File: src/rtl/aftab_step_counter.sv
// Step counter: loadable register that runs up (or down, with AFTAB_CNT_DOWN_EN defined)
// by a per-cycle step until it reaches a latched terminal value, then pulses done.
module aftab_step_counter #(
    parameter int SIZE   = 32,
    parameter int STEP_W = 4
) (
    input  logic              clk,
    input  logic              rst,
    input  logic              zero,
    input  logic              iniCnt,
    input  logic [SIZE-1:0]   initValue,
    input  logic [SIZE-1:0]   termValue,
    input  logic              start,
    input  logic              stop,
    input  logic [STEP_W-1:0] step,
    input  logic              down,
    output logic [SIZE-1:0]   dataOut,
    output logic              co,
    output logic              busy,
    output logic              done
);

    localparam logic [1:0] IDLE = 2'd0;
    localparam logic [1:0] RUN  = 2'd1;
    localparam logic [1:0] DONE = 2'd2;

    logic [1:0]        state;
    logic [SIZE-1:0]   term_q;
    logic [STEP_W-1:0] step_eff;
    logic [SIZE:0]     step_ext;
    logic [SIZE:0]     sum;
    logic              reach;
    logic [SIZE-1:0]   next_val;

    // A zero step would stall a run forever, so it is promoted to one.
    assign step_eff = (step == '0) ? STEP_W'(1) : step;
    assign step_ext = (SIZE + 1)'(step_eff);
    assign sum      = {1'b0, dataOut} + step_ext;

`ifdef AFTAB_CNT_DOWN_EN
    logic          dir_q;
    logic [SIZE:0] diff;

    assign diff = {1'b0, dataOut} - step_ext;

    // The extra MSB is the carry (up) or borrow (down); either one clamps to term.
    always_comb begin
        if (dir_q) begin
            reach    = diff[SIZE] | (diff[SIZE-1:0] <= term_q);
            next_val = diff[SIZE-1:0];
        end else begin
            reach    = sum[SIZE] | (sum[SIZE-1:0] >= term_q);
            next_val = sum[SIZE-1:0];
        end
    end

    always_ff @(posedge clk or posedge rst) begin
        if (rst)
            dir_q <= 1'b0;
        else if (!zero && !iniCnt && start && state == IDLE)
            dir_q <= down;
    end
`else
    logic unused_down;

    assign unused_down = down;

    always_comb begin
        reach    = sum[SIZE] | (sum[SIZE-1:0] >= term_q);
        next_val = sum[SIZE-1:0];
    end
`endif

    // NOTE: state registers use non-blocking (<=) so every flop samples pre-edge values.
    always_ff @(posedge clk or posedge rst) begin
        if (rst) begin
            state   <= IDLE;
            dataOut <= '0;
            term_q  <= '0;
            done    <= 1'b0;
        end else begin
            done <= 1'b0;
            if (zero) begin
                state   <= IDLE;
                dataOut <= '0;
            end else begin
                case (state)
                    IDLE: begin
                        if (iniCnt) begin
                            dataOut <= initValue;
                        end else if (start) begin
                            term_q <= termValue;
                            state  <= RUN;
                        end
                    end
                    RUN: begin
                        if (stop) begin
                            state <= IDLE;
                        end else if (reach) begin
                            dataOut <= term_q;
                            state   <= DONE;
                            done    <= 1'b1;
                        end else begin
                            dataOut <= next_val;
                        end
                    end
                    default: state <= IDLE;
                endcase
            end
        end
    end

    assign busy = (state == RUN);
    assign co   = &dataOut;

endmodule
File: config.mk
export PLATFORM = sky130hd
export DESIGN_NAME = aftab_step_counter
export DESIGN_NICKNAME = d
export VERILOG_FILES = /design/src/rtl/aftab_step_counter.sv
export SDC_FILE = /design/constraint.sdc
export NUM_CORES = 1
export LEC_CHECK = 0
export CORE_UTILIZATION = 55
export CTS_CLUSTER_SIZE = 25
export DETAILED_ROUTE_END_ITERATION = 8
export GPL_TIMING_DRIVEN = 0
export PLACE_DENSITY_LB_ADDON = 0.1
export SLEW_MARGIN = 15
export SYNTH_ARGS = -nofsm -noshare
export SYNTH_HDL_FRONTEND = slang
export SYNTH_SLANG_ARGS = --single-unit
File: constraint.sdc
create_clock -name clk -period 9.3 [get_ports clk]
set_input_delay 2.325 -clock clk [delete_from_list [all_inputs] [get_ports clk]]
set_output_delay 2.325 -clock clk [all_outputs]
set_load 0.02 [all_outputs]
==> Word-level counts from Yosys, hierarchy flattened <==
Index checks and enable logic that the tools add are counted.
{ "classes": {"add_sub_neg": 1, "n_mul": 0, "div": 0, "order_cmp": 1, "eq_ne": 6, "n_shift": 0, "n_mux": 16, "bitwise": 3, "n_reduce_logical": 7} }
{ "ops": {"columns": ["operator", "count"], "rows": [
  ["$mux 32", 4],
  ["$pmux 32 s2", 1],
  ["$add 32x4->33", 1],
  ["$ge 32x32->1", 1],
  ["$reduce_and 32->1", 1],
  ["$ne 3x3->1 const B", 4],
  ["$mux 2", 5],
  ["$reduce_and 3->1", 2],
  ["$logic_not 4->1", 1],
  ["$mux 1", 4],
  ["$mux 4", 1],
  ["$ne 4x3->1 const B", 1],
  ["$pmux 2 s2", 1],
  ["$reduce_and 4->1", 1],
  ["$reduce_bool 3->1", 1],
  ["$eq 2x1->1 const B", 1],
  ["$logic_not 2->1", 1],
  ["$not 1->1", 2],
  ["$or 1x1->1", 1]
]} }
{ "totals": {"reg_bits": 67, "latchBits": 0, "mem_bits_rw": 0, "mem_bits_ro": 0, "input_bits": 75, "output_inout_bits": 35, "word_cells": 38, "memories": 0} }

==> Longest topological paths before layout <==
Gate-level depths: netlist (run 1).
{ "depth": {"word_depth": 9, "mapped_depth": 18, "depth_no_buf": 16} }

==> Worst setup path after synthesis (run 1) <==
Ideal clock, no wire load.
{ "synth_path": {"path_type": "input to register", "from": "input step[1]", "to": "register dataOut[10]", "arrival_ns": 5.678, "t_required_ns": 9.213, "setup_slack_ns": 3.535, "stages": 18, "path_buffers": 2, "cell_sequence": "nor3_1 -> or2_2 -> ha_1 -> fa_1 -> nand3_1 -> and2_1 -> clkbuf_1 -> nor4_1 -> nand4_1 -> xnor2_1 -> ha_1 -> nand4_1 -> nor4_1 -> nand2_1 -> nand3_1 -> clkbuf_1 -> o211ai_1 -> o211ai_1"} }
{ "synth_between": {"elab_chain_len": 9} }
{ "synth_rtl": {"columns": ["element", "line_no", "rtl"], "rows": [
  ["from (decl)", "15", "input logic [STEP_W-1:0] step,"],
  ["$logic_not 4->1", "36", "assign step_eff = (step == '0) ? STEP_W'(1) : step;"],
  ["$mux 4 *", "36", null],
  ["$add 32x4->33 *", "38", "assign sum = {1'b0, dataOut} + step_ext;"],
  ["$ge 32x32->1", "69", "reach = sum[SIZE] | (sum[SIZE-1:0] >= term_q);"],
  ["$or 1x1->1", "69", null],
  ["$mux 32 *", "99", "end else if (reach) begin"],
  ["$mux 32 *", "97", "if (stop) begin"],
  ["$pmux 32 s2 *", "87", "case (state)"],
  ["$mux 32 *", "83", "if (zero) begin"],
  ["to (signal assigned)", "90", "dataOut <= initValue;"],
  ["to (signal assigned)", "100", "dataOut <= term_q;"],
  ["to (signal assigned)", "104", "dataOut <= next_val;"],
  ["to (decl)", "17", "output logic [SIZE-1:0] dataOut,"]
]} }
Mark *: on every way between the ends. The rest lies on a longest branch, timed or not. The select of a mux whose other input is x is not followed.
A chain may end at the register's enable or synchronous reset.

==> Worst setup path after layout (run 1) <==
{ "layout_path": {"from": "input step[1]", "to": "register dataOut[9]"} }
Same word-level chain as after synthesis.

==> flow_summary.json, run 1 <==
{
  "worst_setup_path_end_kind": "flip-flop",
  "dieArea_mm2": 0.00888,
  "cp.arrival_ps": 7650,
  "seq_power_share_pct": 39.3,
  "synthToLayoutAreaGrowth_pct": 30.8,
  "cp.required_ps": 9560,
  "cp_cell_sequence": "clkdlybuf4s50_1, nor3_1, or2_2, ha_1, fa_1, nand3_1, and2_1, clkbuf_1, nor4_1, nand3_1, xnor2_1, ha_1, nand4_1, nor4_1, nand2_1, nand3_1, clkbuf_1, o211ai_1, o211ai_1",
  "dieHeight_um": 94.2,
  "ys.warnings.count": 0,
  "antenna_found_initial": 0,
  "relSlewSlack_pct": 28.7,
  "core_mm2": 0.00822,
  "crit_fanout": 10,
  "holdPathEnd": "term_q[12]$_DFFE_PP0P_",
  "synth_top_cell_area_share_pct": 35.8,
  "drcViolationCount": 0,
  "r2r-end": "dataOut[9]$_DFFE_PP0P_",
  "cts_hold_buf": 0,
  "synth_area_leaders": "dfrtp_1 36%, ha_1 9.6%, mux2_2 7.9%, a22oi_1 5.0%, nand4_1 4.1%",
  "pwr-share-clk_pct": 27.2,
  "synthMuxAreaShare_pct": 8.16,
  "rrSetupSlack_ps": 4270,
  "layout-drive-gt1-share_pct": 11.7,
  "hold_path.class": "flip-flop to flip-flop",
  "routed_wl_mm": 13.8,
  "slowest_delay_ps": 940,
  "period_minus_slack_ps": 7390,
  "ys_ff_latch": 67,
  "rr_worst_depth": 16,
  "grt.total_usage_pct": 32.7,
  "combPwrFrac_pct": 33.5,
  "antennaDiodeCount": 0,
  "chipWidth_um": 94.2,
  "p_leak_nw": 2.57,
  "grt_overflow": 0,
  "cts.sinks": 67,
  "path_clk_slew_ps": 70,
  "numPortBuffers": 108,
  "yosysUniqueCellTypes": 50,
  "root_buffer": "clkbuf_8",
  "hold_start": "term_q[12]$_DFFE_PP0P_",
  "syn_nets": 593,
  "cp-start-kind": "input pin",
  "synth_compound_area_share_pct": 18.6,
  "clk_latency_ps": 350,
  "synth_simple_gate_area_share_pct": 16.1,
  "synth_top_family_by_area": "compound AO/OA/AOI/OAI gates",
  "syn_inst": 481,
  "routed_via_density": 6.33,
  "place_area_mm2": 0.00591,
  "cts-buffers-inserted": 9,
  "cell_internal_pwr_mw": 0.626,
  "vias": 4504,
  "yosysTopAreaCell": "dfrtp_1",
  "ant_nets": 0,
  "synth_edf_count": 0,
  "swShare_pct": 34.6,
  "reg2reg_from": "dataOut[0]$_DFFE_PP0P_",
  "pwr_density_cell_mw_per_mm2": 156,
  "cts.htree.levels": 3,
  "synthesis.area_mm2": 0.00468,
  "syn_avg_cell_area_um2": 9.72,
  "cts_tree": "done",
  "postCtsSetupBuffers": 0,
  "place.gp.congestion": 0.916,
  "busiest_layer": "met2",
  "async_flop_share_pct": 100,
  "start_util_pct": 56.9,
  "finalClockSkew_ps": 10.7,
  "wire_per_inst_um": 19.4,
  "grt_pass1_wl_mm": 22.0,
  "grt_max_degree": 35,
  "row_count": 33,
  "slew_viol_final": 0,
  "cp_num_buf_inv": 3,
  "use_met1_pct": 41.4,
  "hold_depth": 1,
  "maxCapViolCount": 0,
  "vdd_ir_drop_max_uv": 113,
  "dr.pass1.iters": 7,
  "critPathTopFamily": "simple AND/OR/NAND/NOR gates",
  "grt.met3_usage_pct": 6.23,
  "status": "finished clean",
  "post-place-cells": 695,
  "yosys.area_share.adder_pct": 10.1,
  "cts_resized": 0,
  "hold_violations": 0,
  "final_area_mm2": 0.00612,
  "synth_ff_type": "dfrtp_1",
  "seq_area_frac_synth_pct": 35.8,
  "fin_tns_setup_ps": 0,
  "setup_viol": 0,
  "grt_setup_unrepaired": "no",
  "clk_path_buf_depth": 2,
  "stdcell_count": 711,
  "power.switching_mw": 0.331,
  "worstMarginPinSlew_ps": 1060,
  "dp_hpwl_mm": 10.1,
  "cpMostUsedCell": "nand3_1",
  "pin_count": 110,
  "synth_xor_area_share_pct": 5.62,
  "fin_nets": 713,
  "cp_slowest_cell": "nor4_1",
  "cp_num_cells": 19,
  "fmax_ghz": 0.135,
  "drtIter0Drc": 358,
  "crit_type": "input pin to flip-flop",
  "first_global_vias": 4518,
  "use_met2_pct": 53.1,
  "period_share_pct": 79.4
}
per-layer routing:
layer,vias to the layer above,routed length (µm)
met1,2125,5550
met4,0,395
met5,-,0
met2,283,6630
li1,2059,-
met3,37,1240
state kept, by name, indices dropped and copies added (netlist names):
signal / flops
state: 2
dataOut: 32
done: 1
term_q: 32
cell usage in the layout (no fill, tap or decap), drive strengths merged, types with 8 or more instances in the layout:
| master | instances |
|---|---|
| inv | 36 |
| xor2 | 14 |
| o211ai | 23 |
| buf | 8 |
| ha | 36 |
| nand3 | 14 |
| mux2 | 33 |
| o21ai | 9 |
| o311ai | 21 |
| dfrtp | 67 |
| xnor2 | 16 |
| clkdlybuf4s50 | 108 |
| a21oi | 16 |
| a22oi | 31 |
| nand2 | 32 |
| clkbuf | 37 |
| nor2 | 21 |
| nand4 | 32 |
kinds of logic after synthesis:
family                     after synthesis
adders and majority gates               37
AOI/OAI and AO/OA                      112
muxes                                   34
and+or+nand+nor                        136
DFF                                     67
xor gates and xnor gates                30
buffers and inverters                   65
through the flow:
step | total power, mW | hold WS, ps | worst slack [ps] | utilization [%]
2_1_floorplan | 0.568 | 479 | 3540 | -
3_3_place_gp | 0.682 | 489 | 1890 | 71.7
3_5_place_dp | 0.696 | 493 | 1750 | 72.0
4_1_cts | 0.955 | 509 | 2080 | 74.5
5_1_grt | 1.01 | 515 | 1360 | 74.5
6_report | 0.957 | 507 | 1910 | 74.5
cell usage after synthesis, drive strengths merged (2+ instances only):
cell type  number
and2            3
nor4            5
nand3          14
xnor2          16
o311ai         21
clkbuf         22
o211ai         23
nor3            7
nor2           21
dfrtp          67
nand4          32
buf             7
inv            36
mux2           33
and3            6
o21ai           9
and4            5
ha             36
nand2b          3
xor2           14
or3             2
nand2          32
a21oi          16
a211oi          4
a22oi          31
how the worst max path moves through the flow:
stage	from	end
floorplan	step[1]	dataOut[10]$_DFFE_PP0P_
global placement	step[1]	dataOut[4]$_DFFE_PP0P_
finish	step[1]	dataOut[9]$_DFFE_PP0P_
CTS	step[1]	dataOut[9]$_DFFE_PP0P_
global route	step[1]	dataOut[4]$_DFFE_PP0P_
detailed placement	step[1]	dataOut[9]$_DFFE_PP0P_
worst register-to-register path, delay by kind of cell (launching register included):
family / cells / cell delay (ps)
buffers and inverters: 2 / 730
DFF: 1 / 410
and+or+nand+nor: 8 / 2460
adders and majority gates: 3 / 780
xor gates and xnor gates: 1 / 200
AOI/OAI and AO/OA: 2 / 350
power by group through the flow:
stage / combinational (mW) / clock, mW / sequential, mW
6_report: 0.321 / 0.260 / 0.376
5_1_grt: 0.354 / 0.275 / 0.380
4_1_cts: 0.319 / 0.262 / 0.374
3_5_place_dp: 0.316 / 0 / 0.380
3_3_place_gp: 0.305 / 0 / 0.378
2_1_floorplan: 0.187 / 0 / 0.381
final cells by class:
type / instances / area, µm²
buffer: 29 / 128
clock buffer: 15 / 176
clock inverter: 1 / 30.0
fill: 617 / 2100
inverter: 36 / 138
multi-input combinational: 349 / 2740
sequential: 67 / 1680
tap: 105 / 131
timing repair buffer: 109 / 1100
(Power assumes the default switching activity.)
==> inputs of run 2 (changes only) <==
--- a/config.mk
+++ b/config.mk
@@ -5,7 +5,7 @@
 export SDC_FILE = /design/constraint.sdc
 export NUM_CORES = 1
 export LEC_CHECK = 0
-export CORE_UTILIZATION = 55
+export CORE_UTILIZATION = 51
 export CTS_CLUSTER_SIZE = 25
 export DETAILED_ROUTE_END_ITERATION = 8
 export GPL_TIMING_DRIVEN = 0
==> constraint.sdc (replaced) <==
create_clock -name clk -period 6.8 [get_ports clk]
set_input_delay 1.7 -clock clk [delete_from_list [all_inputs] [get_ports clk]]
set_output_delay 1.7 -clock clk [all_outputs]
set_load 0.02 [all_outputs]
==> flow_summary.json, run 2 (same netlist as run 1, synthesis figures left out) <==
{
  "grt_max_degree": 47,
  "slowest_delay_ps": 640,
  "cts.htree.levels": 3,
  "routed_wl_mm": 13.9,
  "clk_path_buf_depth": 2,
  "dr.pass1.iters": 7,
  "violations": "DRC",
  "pin_count": 110,
  "final_cell_mix": "108 x clkdlybuf4s50_1, 67 x dfrtp_1, 36 x ha_1",
  "core_mm2": 0.00881,
  "start_util_pct": 53.1,
  "cp_cell_sequence": "clkdlybuf4s50_1, nor3_1, or2_2, ha_1, fa_1, nand3_1, and2_1, clkbuf_1, nor4_2, nand4_1, xnor2_1, ha_1, nand4_1, nor4_1, nand2_1, nand3_1, clkbuf_1, o211ai_1, o211ai_1",
  "period_share_pct": 93.7,
  "dp_hpwl_mm": 10.2,
  "reg2reg_from": "dataOut[0]$_DFFE_PP0P_",
  "chipWidth_um": 97.8,
  "rr_worst_depth": 16,
  "hold_path.class": "flip-flop to flip-flop",
  "pwr-share-clk_pct": 29.2,
  "antennaDiodeCount": 0,
  "cp-start-kind": "input pin",
  "drtIter0Drc": 221,
  "setup.worst_path.end": "dataOut[26]$_DFFE_PP0P_",
  "cp.required_ps": 7050,
  "grt.total_usage_pct": 30.4,
  "cell_internal_pwr_mw": 0.883,
  "period_minus_slack_ps": 6370,
  "hold_depth": 1,
  "top_regs": "dataOut (32), term_q (32), state (2)",
  "dieArea_mm2": 0.00956,
  "synthToLayoutAreaGrowth_pct": 31.6,
  "cts.sinks": 67,
  "r2r-end": "dataOut[26]$_DFFE_PP0P_",
  "swShare_pct": 34.5,
  "wire_per_inst_um": 19.4,
  "drcViolationCount": 12,
  "crit_fanout": 10,
  "grt_setup_unrepaired": "no",
  "setup_viol": 0,
  "ant_nets": 0,
  "hold_violations": 0,
  "hold_start": "term_q[3]$_DFFE_PP0P_",
  "numPortBuffers": 108,
  "first_global_vias": 4558,
  "cts_tree": "done",
  "grt_overflow": 0,
  "layout-drive-gt1-share_pct": 12.2,
  "clk_latency_ps": 350,
  "slew_viol_final": 0,
  "vias": 4381,
  "worst_setup_path_end_kind": "flip-flop",
  "dieHeight_um": 97.8,
  "path_clk_slew_ps": 80,
  "place.gp.congestion": 0.895,
  "fin_nets": 713,
  "cp_slowest_cell": "nor4_2",
  "cp.arrival_ps": 6620,
  "rrSetupSlack_ps": 2110,
  "pwr_density_cell_mw_per_mm2": 219,
  "vdd_ir_drop_max_uv": 115,
  "cts-buffers-inserted": 9,
  "seq_power_share_pct": 38.1,
  "mostFrequentLayoutCell": "clkdlybuf4s50_1",
  "fmax_ghz": 0.157,
  "status": "finished with violations",
  "holdWs_ps": 509,
  "maxCapViolCount": 0,
  "crit_start": "step[1]",
  "p_leak_nw": 2.58,
  "fill_cells": 690,
  "power.switching_mw": 0.464,
  "antenna_found_initial": 0,
  "routed_via_density": 6.14,
  "grt_pass1_wl_mm": 22.7,
  "worstMarginPinSlew_ps": 671,
  "crit_type": "input pin to flip-flop",
  "finalClockSkew_ps": 10.7,
  "combPwrFrac_pct": 32.7,
  "relSlewSlack_pct": 55.2,
  "row_count": 34,
  "p_total_mw": 1.35,
  "root_buffer": "clkbuf_8"
}
[run 2: changes by cell type in the layout (fill, tap and decap cells not counted)]
| cell | delta |
|---|---|
| buf_12 | -1 |
| buf_16 | +1 |
| nor4_1 | -1 |
| clkbuf_1 | -2 |
| clkinv_2 | +1 |
| bufinv_16 | +1 |
| clkbuf_8 | -1 |
| nor4_2 | +1 |
| clkinvlp_4 | +1 |
[run 2: per-stage QoR]
step	cells	instance area [µm²]	TNS [ps]	util [%]	worst slack, ps
2_1_floorplan	481	4680	0	-	1660
3_5_place_dp	698	5920	-376	67.3	-106
5_1_grt	714	6160	0	69.9	70.4
3_3_place_gp	697	5890	-459	66.9	-69.5
6_report	714	6160	0	69.9	431
4_1_cts	714	6150	0	69.8	215
[run 2: what timing repair did]
item                                    in CTS  in global routing
hold buffers                                 0                  0
endpoints found under the setup margin       0                 11
setup buffers                                0                  0
hold endpoints to repair                     0                  0
resized for setup                            0                  1
[run 2: worst min path at each step]
stage / endpoint / slack [ps]
after CTS: term_q[31]$_DFFE_PP0P_ / 510
after detailed placement: term_q[31]$_DFFE_PP0P_ / 490
after global routing: term_q[30]$_DFFE_PP0P_ / 530
final: term_q[3]$_DFFE_PP0P_ / 510
after floorplan: term_q[11]$_DFFE_PP0P_ / 480
after global placement: term_q[31]$_DFFE_PP0P_ / 490
[run 2: final cells by class]
class	instances	area, µm²	share of cell area, %
Clock inverter	4	72.6	1.18
Inverter	36	138	2.24
Tap cell	108	135	2.19
Timing Repair Buffer	109	1110	18.0
Clock buffer	12	155	2.52
Sequential cell	67	1680	27.2
Multi-Input combinational cell	349	2740	44.6
Buffer	29	128	2.07
[run 2: layer usage]
metal / vias up / wire (µm) / global-route usage (%)
met3: 34 / 921 / 6.30
met2: 179 / 6540 / 48.7
met4: 0 / 350 / 12.7
met5: - / 0 / 0
met1: 2111 / 6070 / 40.1
li1: 2057 / - / -
[run 2: power by group through the flow]
stage / clock network, mW / logic [mW] / registers [mW]
floorplan: 0 / 0.256 / 0.521
global placement: 0 / 0.419 / 0.517
detailed placement: 0 / 0.436 / 0.519
CTS: 0.396 / 0.440 / 0.511
global route: 0.413 / 0.486 / 0.520
finish: 0.394 / 0.440 / 0.513
[run 2: critical path: cells and delay by family]
family	cells	cell delay, ps
AOI/OAI and AO/OA	2	360
xor gates and xnor gates	1	180
adders and majority gates	3	720
buffers and inverters	3	1160
and+or+nand+nor	10	2480
